[src/rtl/mips_ctrl_pkg.sv]
// Shared constants for the multi-cycle MIPS main controller: opcodes, funct codes,
// ALU operation codes and FSM states. Opcode 0x08 (addi) is legal only with MIPS_CTRL_ADDI_EN.
package mips_ctrl_pkg;

  localparam logic [5:0] OP_RTYPE = 6'h00;
  localparam logic [5:0] OP_BEQ   = 6'h04;
  localparam logic [5:0] OP_ADDI  = 6'h08;
  localparam logic [5:0] OP_LW    = 6'h23;
  localparam logic [5:0] OP_SW    = 6'h2B;

  localparam logic [5:0] FN_ADD = 6'h20;
  localparam logic [5:0] FN_SUB = 6'h22;
  localparam logic [5:0] FN_AND = 6'h24;
  localparam logic [5:0] FN_OR  = 6'h25;
  localparam logic [5:0] FN_SLT = 6'h2A;

  localparam logic [3:0] ALU_AND = 4'b0000;
  localparam logic [3:0] ALU_OR  = 4'b0001;
  localparam logic [3:0] ALU_ADD = 4'b0010;
  localparam logic [3:0] ALU_SUB = 4'b0110;
  localparam logic [3:0] ALU_SLT = 4'b0111;

  typedef enum logic [2:0] {
    ST_IDLE   = 3'd0,
    ST_DECODE = 3'd1,
    ST_EXEC   = 3'd2,
    ST_MEM    = 3'd3,
    ST_WB     = 3'd4
  } state_t;

endpackage

[src/rtl/alu_control_dec.sv]
// Combinational (opcode, funct) -> ALU operation code and legality flag.
// Opcode 0x08 (addi) decodes as legal ADD only when MIPS_CTRL_ADDI_EN is defined.
module alu_control_dec
  import mips_ctrl_pkg::*;
(
  input  logic [5:0] opcode,
  input  logic [5:0] funct,
  output logic [3:0] alu_ctrl,
  output logic       legal
);

  // Instruction-set lookup; anything unlisted is illegal with a neutral AND code
  always_comb begin
    alu_ctrl = ALU_AND;
    legal    = 1'b0;
    case (opcode)
      OP_RTYPE: begin
        case (funct)
          FN_ADD:  begin alu_ctrl = ALU_ADD; legal = 1'b1; end
          FN_SUB:  begin alu_ctrl = ALU_SUB; legal = 1'b1; end
          FN_AND:  begin alu_ctrl = ALU_AND; legal = 1'b1; end
          FN_OR:   begin alu_ctrl = ALU_OR;  legal = 1'b1; end
          FN_SLT:  begin alu_ctrl = ALU_SLT; legal = 1'b1; end
          default: begin alu_ctrl = ALU_AND; legal = 1'b0; end
        endcase
      end
      OP_LW:   begin alu_ctrl = ALU_ADD; legal = 1'b1; end
      OP_SW:   begin alu_ctrl = ALU_ADD; legal = 1'b1; end
      OP_BEQ:  begin alu_ctrl = ALU_SUB; legal = 1'b1; end
`ifdef MIPS_CTRL_ADDI_EN
      OP_ADDI: begin alu_ctrl = ALU_ADD; legal = 1'b1; end
`else
      OP_ADDI: begin alu_ctrl = ALU_AND; legal = 1'b0; end
`endif
      default: begin alu_ctrl = ALU_AND; legal = 1'b0; end
    endcase
  end

endmodule

[src/rtl/mips_multicycle_control.sv]
// Multi-cycle MIPS main controller: instruction register, IDLE/DECODE/EXEC/MEM/WB FSM and
// retired-instruction counter. Build with MIPS_CTRL_ADDI_EN to make addi (0x08) legal.
module mips_multicycle_control
  import mips_ctrl_pkg::*;
#(
  parameter int CNT_W = 32
)
(
  input  logic             clk,
  input  logic             rst,
  input  logic [31:0]      instruction,
  input  logic             instr_valid,
  output logic             instr_ready,
  input  logic             Zero,
  output logic [31:0]      instr_q,
  output logic             ALUScr,
  output logic             RegDst,
  output logic             RegWrite,
  output logic             MemRead,
  output logic             MemWrite,
  output logic             MemtoReg,
  output logic [3:0]       ALUControl,
  output logic             branch_taken,
  output logic             done,
  output logic             illegal,
  output logic [CNT_W-1:0] instr_count
);

  state_t           state_r;
  state_t           state_nxt_s;
  logic [31:0]      instr_q_r;
  logic [CNT_W-1:0] instr_count_r;
  logic [3:0]       alu_ctrl_s;
  logic             legal_s;
  logic             is_r_s;
  logic             is_lw_s;
  logic             is_sw_s;
  logic             is_beq_s;
  logic             is_addi_s;
  logic             in_flight_s;
  logic             done_s;

  alu_control_dec u_alu_control_dec (
    .opcode   (instr_q_r[31:26]),
    .funct    (instr_q_r[5:0]),
    .alu_ctrl (alu_ctrl_s),
    .legal    (legal_s)
  );

  assign is_r_s    = legal_s && (instr_q_r[31:26] == OP_RTYPE);
  assign is_lw_s   = legal_s && (instr_q_r[31:26] == OP_LW);
  assign is_sw_s   = legal_s && (instr_q_r[31:26] == OP_SW);
  assign is_beq_s  = legal_s && (instr_q_r[31:26] == OP_BEQ);
  assign is_addi_s = legal_s && (instr_q_r[31:26] == OP_ADDI);

  // State, instruction register and retired counter; reset clears every strobe source at once
  always_ff @(posedge clk or negedge rst) begin
    if (!rst) begin
      state_r       <= ST_IDLE;
      instr_q_r     <= 32'h0000_0000;
      instr_count_r <= {CNT_W{1'b0}};
    end else begin
      state_r <= state_nxt_s;
      if ((state_r == ST_IDLE) && instr_valid) begin
        instr_q_r <= instruction;
      end
      if (done_s) begin
        instr_count_r <= instr_count_r + CNT_W'(1);
      end
    end
  end

  // Next-state sequencing per instruction class
  always_comb begin
    state_nxt_s = state_r;
    case (state_r)
      ST_IDLE: begin
        if (instr_valid) state_nxt_s = ST_DECODE;
        else             state_nxt_s = ST_IDLE;
      end
      ST_DECODE: begin
        if (legal_s) state_nxt_s = ST_EXEC;
        else         state_nxt_s = ST_IDLE;
      end
      ST_EXEC: begin
        if (is_lw_s || is_sw_s) state_nxt_s = ST_MEM;
        else if (is_beq_s)      state_nxt_s = ST_IDLE;
        else                    state_nxt_s = ST_WB;
      end
      ST_MEM: begin
        if (is_lw_s) state_nxt_s = ST_WB;
        else         state_nxt_s = ST_IDLE;
      end
      ST_WB:   state_nxt_s = ST_IDLE;
      default: state_nxt_s = ST_IDLE;
    endcase
  end

  // Moore control decode; mux selects hold from EXEC through the final state
  always_comb begin
    instr_ready  = (state_r == ST_IDLE);
    in_flight_s  = (state_r == ST_EXEC) || (state_r == ST_MEM) || (state_r == ST_WB);
    ALUScr       = 1'b0;
    RegDst       = 1'b0;
    MemtoReg     = 1'b0;
    ALUControl   = 4'b0000;
    RegWrite     = 1'b0;
    MemRead      = 1'b0;
    MemWrite     = 1'b0;
    branch_taken = 1'b0;
    illegal      = 1'b0;
    done_s       = 1'b0;
    if (in_flight_s) begin
      ALUScr     = is_lw_s || is_sw_s || is_addi_s;
      RegDst     = is_r_s;
      MemtoReg   = is_lw_s;
      ALUControl = alu_ctrl_s;
    end else begin
      ALUScr     = 1'b0;
      RegDst     = 1'b0;
      MemtoReg   = 1'b0;
      ALUControl = 4'b0000;
    end
    case (state_r)
      ST_DECODE: illegal = !legal_s;
      ST_EXEC: begin
        branch_taken = is_beq_s && Zero;
        done_s       = is_beq_s;
      end
      ST_MEM: begin
        MemRead  = is_lw_s;
        MemWrite = is_sw_s;
        done_s   = is_sw_s;
      end
      ST_WB: begin
        MemRead  = is_lw_s;
        RegWrite = 1'b1;
        done_s   = 1'b1;
      end
      default: done_s = 1'b0;
    endcase
  end

  assign done        = done_s;
  assign instr_q     = instr_q_r;
  assign instr_count = instr_count_r;

endmodule

[config.mk]
export PLATFORM = sky130hd
export DESIGN_NAME = mips_multicycle_control
export DESIGN_NICKNAME = d
export VERILOG_FILES = /design/src/rtl/mips_ctrl_pkg.sv /design/src/rtl/alu_control_dec.sv /design/src/rtl/mips_multicycle_control.sv
export SDC_FILE = /design/constraint.sdc
export NUM_CORES = 1
export LEC_CHECK = 0
export ABC_CLOCK_PERIOD_IN_PS = 1500
export CAP_MARGIN = 30
export CORE_MARGIN = 4
export CORE_UTILIZATION = 50
export DETAILED_ROUTE_END_ITERATION = 12
export DONT_BUFFER_PORTS = 1
export GPL_ROUTABILITY_DRIVEN = 0
export PLACE_DENSITY = 0.79
export SETUP_SLACK_MARGIN = 0.02
export SLEW_MARGIN = 5
export SYNTH_ARGS = -nofsm -noshare
export SYNTH_HDL_FRONTEND = slang
export SYNTH_SLANG_ARGS = --single-unit
[constraint.sdc]
create_clock -name clk -period 1.5 [get_ports clk]
set_input_delay 0.225 -clock clk [delete_from_list [all_inputs] [get_ports clk]]
set_output_delay 0.225 -clock clk [all_outputs]
set_load 0.02 [all_outputs]
==> out/qor.log, run 1 <==
[outcome] outcome complete, but fails checks
[outcome] violations in the final reports negative hold slack, negative setup slack
[detailed_routing] violation count after the first detailed-route iteration 298
[clock_tree] Root Buffer Master sky130_fd_sc_hd__clkbuf_8
[critical_path] arrival time at the worst endpoint 1830 ps
[critical_path] count of buffer and inverter cells on the critical path 4
[sta] post-route clock period utilization 1.37
[clock_tree] TritonCTS clock tree yes
[sta] clock period minus worst slack 2060 ps
[clock_tree] maximum level of the CTS H-tree 3
[logic_synthesis] area of the mapped netlist 3130 sq um
[grt] GR Util All Layers 0.283
[logic_synthesis] total number of yosys warnings 0
[critical_path] dominant delay contributor by cell family on the critical path buffers and inverters
[clock_tree] clock edge transition at the registers on the reported setup and hold paths 70 ps
[logic_synthesis] leading post-synthesis cells by cell area sky130_fd_sc_hd__dfrtp_1 54%, sky130_fd_sc_hd__mux2_2 11%, sky130_fd_sc_hd__xnor2_1 5.9%
[logic_synthesis] Mean Syn Cell Area 11.8 sq um
[logic_synthesis] most used flip-flop cell after synthesis sky130_fd_sc_hd__dfrtp_1
[placed_design] count of port buffers added during placement 0
[job] max-cap violations 0
[die] row count 28
[critical_path] Most Frequent Cell on Critical Path sky130_fd_sc_hd__buf_6
[grt] Overflow after GRT 0
[logic_synthesis] post-synthesis async set-or-reset flop share 1.00
[logic_synthesis] number of flip-flops and latches in the synthesized netlist 67
[grt] wire length of the first global-routing pass 16,100 microns
[min_path] path category of the worst min-delay check primary input to asynchronous set/reset pin
[die] DIE HEIGHT 87.1 microns
[logic_synthesis] Post-synth EDFFs 0
[clock_tree] maximum buffer depth of the clock tree 2
[pwr] pwr/cell area 1020 nW/um^2
[critical_path] kind of end point of the critical path output port
[detailed_routing] ratio of routed vias to standard cells 6.10
[final_layout] diode insertion count for antenna repair 0
[critical_path] kind of launch point of the worst setup path register
[pwr] leakage dissipation 2.53 nW
[detailed_routing] routed length per placed instance 24.8 microns
[final_layout] Design Area, Final 5090 sq um
[logic_synthesis] most frequent cell after synthesis sky130_fd_sc_hd__dfrtp_1
[logic_synthesis] register area share after synthesis 0.536
[logic_synthesis] Yosys top cell area share 0.536
[die] width of the die 87.1 microns
[critical_path] Slowest-stage cell, CP sky130_fd_sc_hd__dfrtp_1
[die] ports placed on the boundary 114
[detailed_routing] number of optimization iterations in the first detailed-route pass 5
[sta] final setup violation count 79
[placed_design] Cells after DPL 411
[logic_synthesis] leading area contributor after synthesis sky130_fd_sc_hd__dfrtp_1
[logic_synthesis] cell count after synthesis 265
[sta] setup total negative slack -31,410 ps
[logic_synthesis] count of different cell masters after synthesis 47
[placed_design] post-DP HPWL 5440 microns
[die] initial core utilization 0.522
[final_layout] nets 425
[final_layout] layout overhead on the synthesized area 62.8%
[critical_path] maximum cell stage delay along the critical path 420 ps
[die] total core area 5990 sq um
[clock_tree] later-pin clock latency in the skew report 340 ps
[sta] hold slack final -430 ps
[grt] via count of the first global-routing pass 3,033
[critical_path] startpoint-to-endpoint class of the critical path register to output port
[sta] Slew Viols, Final 0
[detailed_routing] Routed WL 11,600 microns
[placed_design] instance area at placement 3890 sq um
[critical_path] Max FO, Critical Path 3
[placed_design] pre-CTS setup slack -253 ps
[detailed_routing] remaining antenna violation count 0
[critical_path] CP Cell Sequence buf_6 -> nor3b_4 -> buf_6 -> buf_6 -> a21oi_1 -> nor3_2 -> buf_4
[clock_tree] CTS buffer count 9
[die] Die Area 7590 sq um
[clock_tree] # clock sinks 67
[critical_path] data required time at the worst endpoint 1270 ps
[final_layout] fraction of layout cells with a size suffix above 1 0.626
[final_layout] final cell count without fillers 468
[sta] final setup margin -555 ps
[detailed_routing] detailed-route via count 2,853
[grt] initial antenna violation count 0
[sta] achievable clock frequency 487 MHz
[grt] pin count of the biggest net entering global routing 68
[pwr] maximum vdd drop 980 uV
[logic_synthesis] synthesized netlist net count 302
[sta] unrepaired setup endpoints after global routing true
[detailed_routing] number of DRC violations after detailed routing 0
[sta] number of failing hold endpoints at the final stage 67
[sta] Final Skew 9.21 ps
[logic_synthesis] cell types with the highest counts after synthesis 67 x sky130_fd_sc_hd__dfrtp_1, 31 x sky130_fd_sc_hd__mux2_2, 21 x sky130_fd_sc_hd__xnor2_1
-- cell type report --
class / instances / area (sq um)
clock buffer: 14 / 153
clock inverter: 2 / 12.5
fill: 259 / 898
inverter: 4 / 17.5
multi-input combinational: 183 / 1940
sequential: 67 / 1690
tap: 75 / 93.8
timing repair buffer: 121 / 1170
timing repair inverter: 2 / 15.0
-- registers in the layout, indices dropped and copies added, names as in the netlist --
name         count
state_r          3
instr_q         32
instr_count     32
-- metal layers --
layer	global-route usage	wire length [microns]
met5	0	0
met3	0.0804	1060
met4	0.132	508
met2	0.476	5780
met1	0.335	4280
-- final timing paths --
kind	start	end	slack (ps)	depth (start not counted)
max	state_r[1]	MemRead	-560	7
min in group clk	instruction[10]	instr_q[10]	30	1
max reg2reg	state_r[1]	instr_count[4]	-560	9
max in group asynchronous	rst	instr_count[4]	1810	0
min	rst	instr_q[6]	-430	0
min reg2reg	instr_count[18]	instr_count[18]	590	1
-- metrics by stage --
step	util	hold WS, ps	total power [mW]
floorplan	-	-70.6	2.94
global placement	0.649	-69.3	3.29
detailed placement	0.649	-69.3	3.32
CTS	0.806	-431	5.00
global route	0.850	-446	5.36
finish	0.850	-430	5.19
-- repair_timing --
| item | CTS | global route |
|---|---|---|
| setup buffers | 28 | 16 |
| cloned | 6 | 0 |
| hold endpoints to repair | 67 | 68 |
| pin swaps | 42 | 25 |
| setup endpoints to repair | 76 | 80 |
| resized for setup | 116 | 52 |
-- cells in the final DEF (no fill, tap or decap), drive strengths merged --
cell type	netlist	layout
a31o	1	1
and4	3	3
a21boi	1	1
a31oi	2	2
mux2	31	31
nand4	13	13
nor4	2	2
mux2i	1	1
dfrtp	67	67
nand4b	1	1
and4bb	2	2
a2bb2oi	1	1
clkbuf	2	14
and3	6	6
a2111oi	1	1
nor4bb	1	1
clkinvlp	0	3
or4	1	1
nor3	15	15
o21ai	3	3
a21oi	2	2
nand2	19	19
xnor2	21	21
nor2b	2	2
and2	5	5
inv	4	4
nor3b	2	2
nand3	12	12
xor2	10	10
ha	1	1
and2b	1	1
dlygate4sd3	0	1
nor2	17	17
conb	1	1
nand2b	2	2
buf	9	120
a211oi	1	1
clkinv	0	1
nor4b	2	2
-- cell families after synthesis --
group,count (synthesis),share of synthesized area
muxes,32,0.115
adders and majority gates,1,0.00400
DFF,67,0.536
buffers and inverters,15,0.0292
and+or+nand+nor,106,0.203
xor gates and xnor gates,31,0.0868
AOI/OAI and AO/OA,12,0.0252
other,1,0.00120
-- where the power goes --
part	leakage, nW	internal (mW)	switching (mW)
logic	1.61	0.791	0.686
clock network	0.0807	0.647	0.696
registers	0.845	2.03	0.342
Power figures use the tool's default switching activity.
==> inputs of run 2 (changes only) <==
CTS_CLUSTER_DIAMETER = 100   (was unset)
==> results of run 2 <==
No change in the layout: final DEF, timing and power equal those of run 1.
